===== src/rtl/wb_arb_pkg.sv =====
// Shared types and bus widths for the round-robin Wishbone arbiter.
package wb_arb_pkg;

  localparam int unsigned WB_AW = 8;
  localparam int unsigned WB_DW = 8;

  typedef enum logic [0:0] {
    IDLE,
    OWN
  } arb_state_t;

endpackage


===== src/rtl/wb_rr_arbiter_rr_pick.sv =====
// Combinational rotating priority encoder: first requester strictly after last_i wins.
module rr_pick #(
  parameter int unsigned NUM_M = 2,
  localparam int unsigned IdxW = $clog2(NUM_M)
) (
  input  logic [NUM_M-1:0] req_i,
  input  logic [IdxW-1:0]  last_i,
  output logic [NUM_M-1:0] gnt_o,
  output logic [IdxW-1:0]  idx_o,
  output logic             valid_o
);

  int unsigned       cand;
  logic [IdxW-1:0]   cand_idx;

  always_comb begin
    gnt_o    = '0;
    idx_o    = '0;
    valid_o  = 1'b0;
    cand     = 0;
    cand_idx = '0;
    // Offset NUM_M wraps back to last_i itself, so it only wins when it is the sole requester.
    for (int unsigned off = 1; off <= NUM_M; off++) begin
      cand     = (32'(last_i) + off) % NUM_M;
      cand_idx = IdxW'(cand);
      if (!valid_o && req_i[cand_idx]) begin
        valid_o         = 1'b1;
        gnt_o[cand_idx] = 1'b1;
        idx_o           = cand_idx;
      end
    end
  end

endmodule


===== src/rtl/wb_rr_arbiter.sv =====
// Round-robin Wishbone arbiter: one 8-bit slave shared by NUM_M masters, per-CYC ownership,
// with a per-access timeout that returns a one-cycle error pulse to the owner.
module wb_rr_arbiter
  import wb_arb_pkg::*;
#(
  parameter int unsigned NUM_M   = 2,
  parameter int unsigned TIMEOUT = 16
) (
  input  logic                   CLK,
  input  logic                   RSTN,
  input  logic [NUM_M-1:0]       M_CYC,
  input  logic [NUM_M-1:0]       M_STB,
  input  logic [NUM_M-1:0]       M_WE,
  input  logic [NUM_M*WB_AW-1:0] M_ADR,
  input  logic [NUM_M*WB_DW-1:0] M_DATA_O,
  output logic [WB_DW-1:0]       M_DATA_I,
  output logic [NUM_M-1:0]       M_ACK,
  output logic [NUM_M-1:0]       M_ERR,
  output logic                   S_CYC,
  output logic                   S_STB,
  output logic                   S_WE,
  output logic [WB_AW-1:0]       S_ADR,
  output logic [WB_DW-1:0]       S_DATA_O,
  input  logic [WB_DW-1:0]       S_DATA_I,
  input  logic                   S_ACK,
  output logic [NUM_M-1:0]       GNT,
  output logic                   BUSY
);

  localparam int unsigned IdxW = $clog2(NUM_M);
  localparam int unsigned CntW = $clog2(TIMEOUT + 1);

  arb_state_t       state_q, state_d;
  logic [NUM_M-1:0] gnt_q, gnt_d;
  logic [IdxW-1:0]  last_q, last_d;
  logic [CntW-1:0]  cnt_q, cnt_d;
  logic [NUM_M-1:0] err_q, err_d;

  logic [NUM_M-1:0] pick_gnt;
  logic [IdxW-1:0]  pick_idx;
  logic             pick_valid;

  rr_pick #(
    .NUM_M (NUM_M)
  ) u_rr_pick (
    .req_i   (M_CYC),
    .last_i  (last_q),
    .gnt_o   (pick_gnt),
    .idx_o   (pick_idx),
    .valid_o (pick_valid)
  );

  // In OWN, last_q holds the owner index.
  always_comb begin
    S_CYC    = 1'b0;
    S_STB    = 1'b0;
    S_WE     = 1'b0;
    S_ADR    = '0;
    S_DATA_O = '0;
    M_ACK    = '0;
    if (state_q == OWN) begin
      S_CYC    = M_CYC[last_q];
      S_STB    = M_STB[last_q] & ~(|err_q);
      S_WE     = M_WE[last_q];
      S_ADR    = M_ADR[last_q*WB_AW +: WB_AW];
      S_DATA_O = M_DATA_O[last_q*WB_DW +: WB_DW];
      M_ACK    = gnt_q & {NUM_M{S_ACK}};
    end
  end

  assign M_DATA_I = S_DATA_I;
  assign M_ERR    = err_q;
  assign GNT      = gnt_q;
  assign BUSY     = |gnt_q;

  always_comb begin
    state_d = state_q;
    gnt_d   = gnt_q;
    last_d  = last_q;
    cnt_d   = '0;
    err_d   = '0;
    case (state_q)
      IDLE: begin
        if (pick_valid) begin
          state_d = OWN;
          gnt_d   = pick_gnt;
          last_d  = pick_idx;
        end
      end
      OWN: begin
        // An ACK on the terminal count falls outside this branch, so ACK beats timeout.
        if (S_STB && !S_ACK) begin
          if (cnt_q == CntW'(TIMEOUT)) begin
            err_d = gnt_q;
          end else begin
            cnt_d = cnt_q + 1'b1;
          end
        end
        if (!M_CYC[last_q]) begin
          state_d = IDLE;
          gnt_d   = '0;
        end
      end
      default: begin
        state_d = IDLE;
        gnt_d   = '0;
      end
    endcase
  end

  always_ff @(posedge CLK) begin
    if (!RSTN) begin
      state_q <= IDLE;
      gnt_q   <= '0;
      last_q  <= IdxW'(NUM_M - 1);
      cnt_q   <= '0;
      err_q   <= '0;
    end else begin
      state_q <= state_d;
      gnt_q   <= gnt_d;
      last_q  <= last_d;
      cnt_q   <= cnt_d;
      err_q   <= err_d;
    end
  end

endmodule


===== config.mk =====
export PLATFORM = sky130hd
export DESIGN_NAME = wb_rr_arbiter
export DESIGN_NICKNAME = d
export VERILOG_FILES = /design/src/rtl/wb_arb_pkg.sv /design/src/rtl/wb_rr_arbiter_rr_pick.sv /design/src/rtl/wb_rr_arbiter.sv
export SDC_FILE = /design/constraint.sdc
export NUM_CORES = 1
export LEC_CHECK = 0
export CORE_AREA = 2 2 56 58
export DETAILED_ROUTE_END_ITERATION = 12
export DIE_AREA = 0 0 58 60
export GPL_ROUTABILITY_DRIVEN = 0
export GPL_TIMING_DRIVEN = 0
export PLACE_DENSITY_LB_ADDON = 0.05
export SLEW_MARGIN = 20
export SYNTH_ARGS = -nofsm -noshare
export SYNTH_HDL_FRONTEND = slang
export SYNTH_SLANG_ARGS = --single-unit

===== constraint.sdc =====
create_clock -name CLK -period 2.8 [get_ports CLK]
set_input_delay 0.56 -clock CLK [delete_from_list [all_inputs] [get_ports CLK]]
set_output_delay 0.56 -clock CLK [all_outputs]
set_load 0.05 [all_outputs]

==> results.cfg <==
[outcome]
status = complete, no violations

[min_path]
min_path_type = register to register
hp-start = cnt_q[0]
hold_path_depth = 1

[sta]
setup_viol = 0
worst_pin_slew_ns = 0.518
fmax_ghz = 0.374
final_max_slew_viol_count = 0
grt_setup_unrepaired = false
maxSlewHeadroom_pct = 65.6
period_share_pct = 95.4
layout_setup_ws_ns = 0.129
min_period_ns = 2.67
hold_violations = 0
holdWs_ns = 0.466
setup-tns-final_ns = 0
fin_skew_ns = 0.00216

[cts]
h-tree-depth = 1
post_cts_buffers = 0
tritoncts = built
root_buffer = clkbuf_4
max-clock-path-buffers = 2
path_clk_slew_ns = 0.07
clock_latency_ns = 0.26
cts_hold_buf = 0
cts_buffers = 3
clock_sinks = 11

[place]
dp_hpwl_um = 2210
pre_cts_ws_ns = 0.0483
dp.cells = 216
io_buffers = 73

[drt]
post-route-drc-count = 0
antenna_left = 0
wirelength_met1_um = 1010
wl_um = 2670
wl_met3_um = 352
highest_layer = met4
wl_per_cell_um = 12.1
vias = 1023
via_per_inst = 4.65
drt_iter0_drc = 28
drt_pre_antenna_iters = 2
met2_length_um = 1290

[setup_path]
critPathSlowestCell = clkdlybuf4s50_1
worstPathCellList = clkdlybuf4s50_1 > mux2i_1 > nor2_1 > clkdlybuf4s50_1
crit_type = input pin to output pin
critPathLaunch = M_STB[0]
r2r_start = state_q
end_kind = output pin
required_ns = 2.24
cp_common_cell = clkdlybuf4s50_1
slowest_delay_ns = 0.83
crit_arrival_ns = 2.11
cp_max_fo = 3
cp-start-kind = input pin
reg2regPathDepth = 3

[layout]
drive_above_1_share_pct = 9.09
layout_commonest_cell = clkdlybuf4s50_1
seq_area_sq_um = 220
finalNonFillerCells = 220
diodes = 0
num-fill-cells = 275
multi_input_area_sq_um = 583
most-common-layout-cells = clkdlybuf4s50_1 (53), dlygate4sd2_1 (20), mux2i_1 (19), nor2b_1 (19), dfxtp_1 (11)
nets = 239
syn_to_final_growth_pct = 85.4

[die]
io_pins = 83
coreArea_sq_um = 2900
die_w_um = 58
die_area_sq_um = 3480
start_util_pct = 31.3
rows = 20
fp.dieH_um = 60

[global_route]
grt_max_degree = 11
grt_pass1_wl_um = 4200
first_global_vias = 1016
grt-ovfl-total = 0
grt_use_total_pct = 15.9
antenna_found_initial = 0

[synthesis]
synth_edf_count = 0
synth.avg_cell_area_sq_um = 8.25
synth_seq_cells = 11
synthFlopType = dfxtp_1
netlist.area_leader.share_pct = 24.3
synthesis.area_sq_um = 907
yosysSeqAreaShare_pct = 24.3
synth_cell_types = 30
yosys.area.top_type = dfxtp_1
syn_inst = 110
syn_nets = 161
yosysWarningCount = 0
yosys-top-cells-area = dfxtp_1 (24%), mux2i_1 (21%), nor2b_1 (13%)
async_flop_share_pct = 0

[power_and_ir_drop]
power_leakage_uw = 0.000840
total_power_uw = 573
max-vdd-ir-drop_mv = 0.240
powerDensity_nw_per_um2 = 340

[job]
cap_violations = 0
-- cell usage after synthesis (3+ instances only) --
cell / n
dfxtp_1: 11
clkbuf_1: 4
buf_4: 8
mux2i_1: 19
nor2b_1: 19
nand2_1: 3
nor2_1: 8
o21ai_0: 4
and3_1: 4
inv_1: 4
-- per-layer routing --
metal  vias to the layer above  global-route usage, %
li1                        520                      -
met2                        53                   29.1
met5                         -                      0
met3                         2                   6.93
met4                         0                   5.98
met1                       448                   15.8
-- layout make-up --
| cell class | count | area share [%] |
|---|---|---|
| tap | 33 | 2.46 |
| multi-input combinational | 80 | 34.7 |
| inverter | 4 | 0.893 |
| timing repair buffer | 73 | 42.0 |
| buffer | 15 | 5.36 |
| clock buffer | 4 | 1.56 |
| sequential | 11 | 13.1 |
-- through the flow --
stage / cell area, sq um / util (%)
5_1_grt: 1680 / 57.9
3_5_place_dp: 1680 / 57.8
3_3_place_gp: 1680 / 57.8
2_1_floorplan: 907 / -
4_1_cts: 1680 / 57.9
6_report: 1680 / 57.9
-- repair_timing --
item                                    CTS  global route
gates resized for setup                  21             0
endpoints found under the setup margin   20             0
endpoints found under the hold margin     0             0
-- sequential cells by signal, summed over array words and instances (netlist names) --
name and cells:
GNT 2, M_ERR 2, cnt_q 5, last_q 1
state_q 1
-- worst paths after layout --
kind,end,slack [ns]
setup / recovery,S_STB,0.13
hold / removal,cnt_q[0],0.47
setup reg to reg,cnt_q[3],1.31
hold reg to reg,cnt_q[0],0.47
-- critical path: cells and delay by family --
kind / cells / cell delay (ns)
buffers and inverters: 2 / 1.29
and+or+nand+nor: 1 / 0.18
muxes: 1 / 0.08
-- power breakdown --
part           leakage, uW  switching [uW]  internal, uW
combinational     0.000735             171           130
clock            0.0000150            49.8          55.0
sequential       0.0000896            5.15           162
total             0.000840             226           347
-- kinds of logic (layout without fill, tap and decap cells) --
family	count (synthesis)	in the layout	share of synthesized area [%]
xor gates and xnor gates	3	3	2.90
DFF	11	11	24.3
buffers and inverters	19	96	11.4
adders and majority gates	2	2	2.76
muxes	19	19	21.0
and+or+nand+nor	49	49	33.4
AOI/OAI and AO/OA	7	7	4.28
Note: power is estimated with default switching activity, not from simulation.
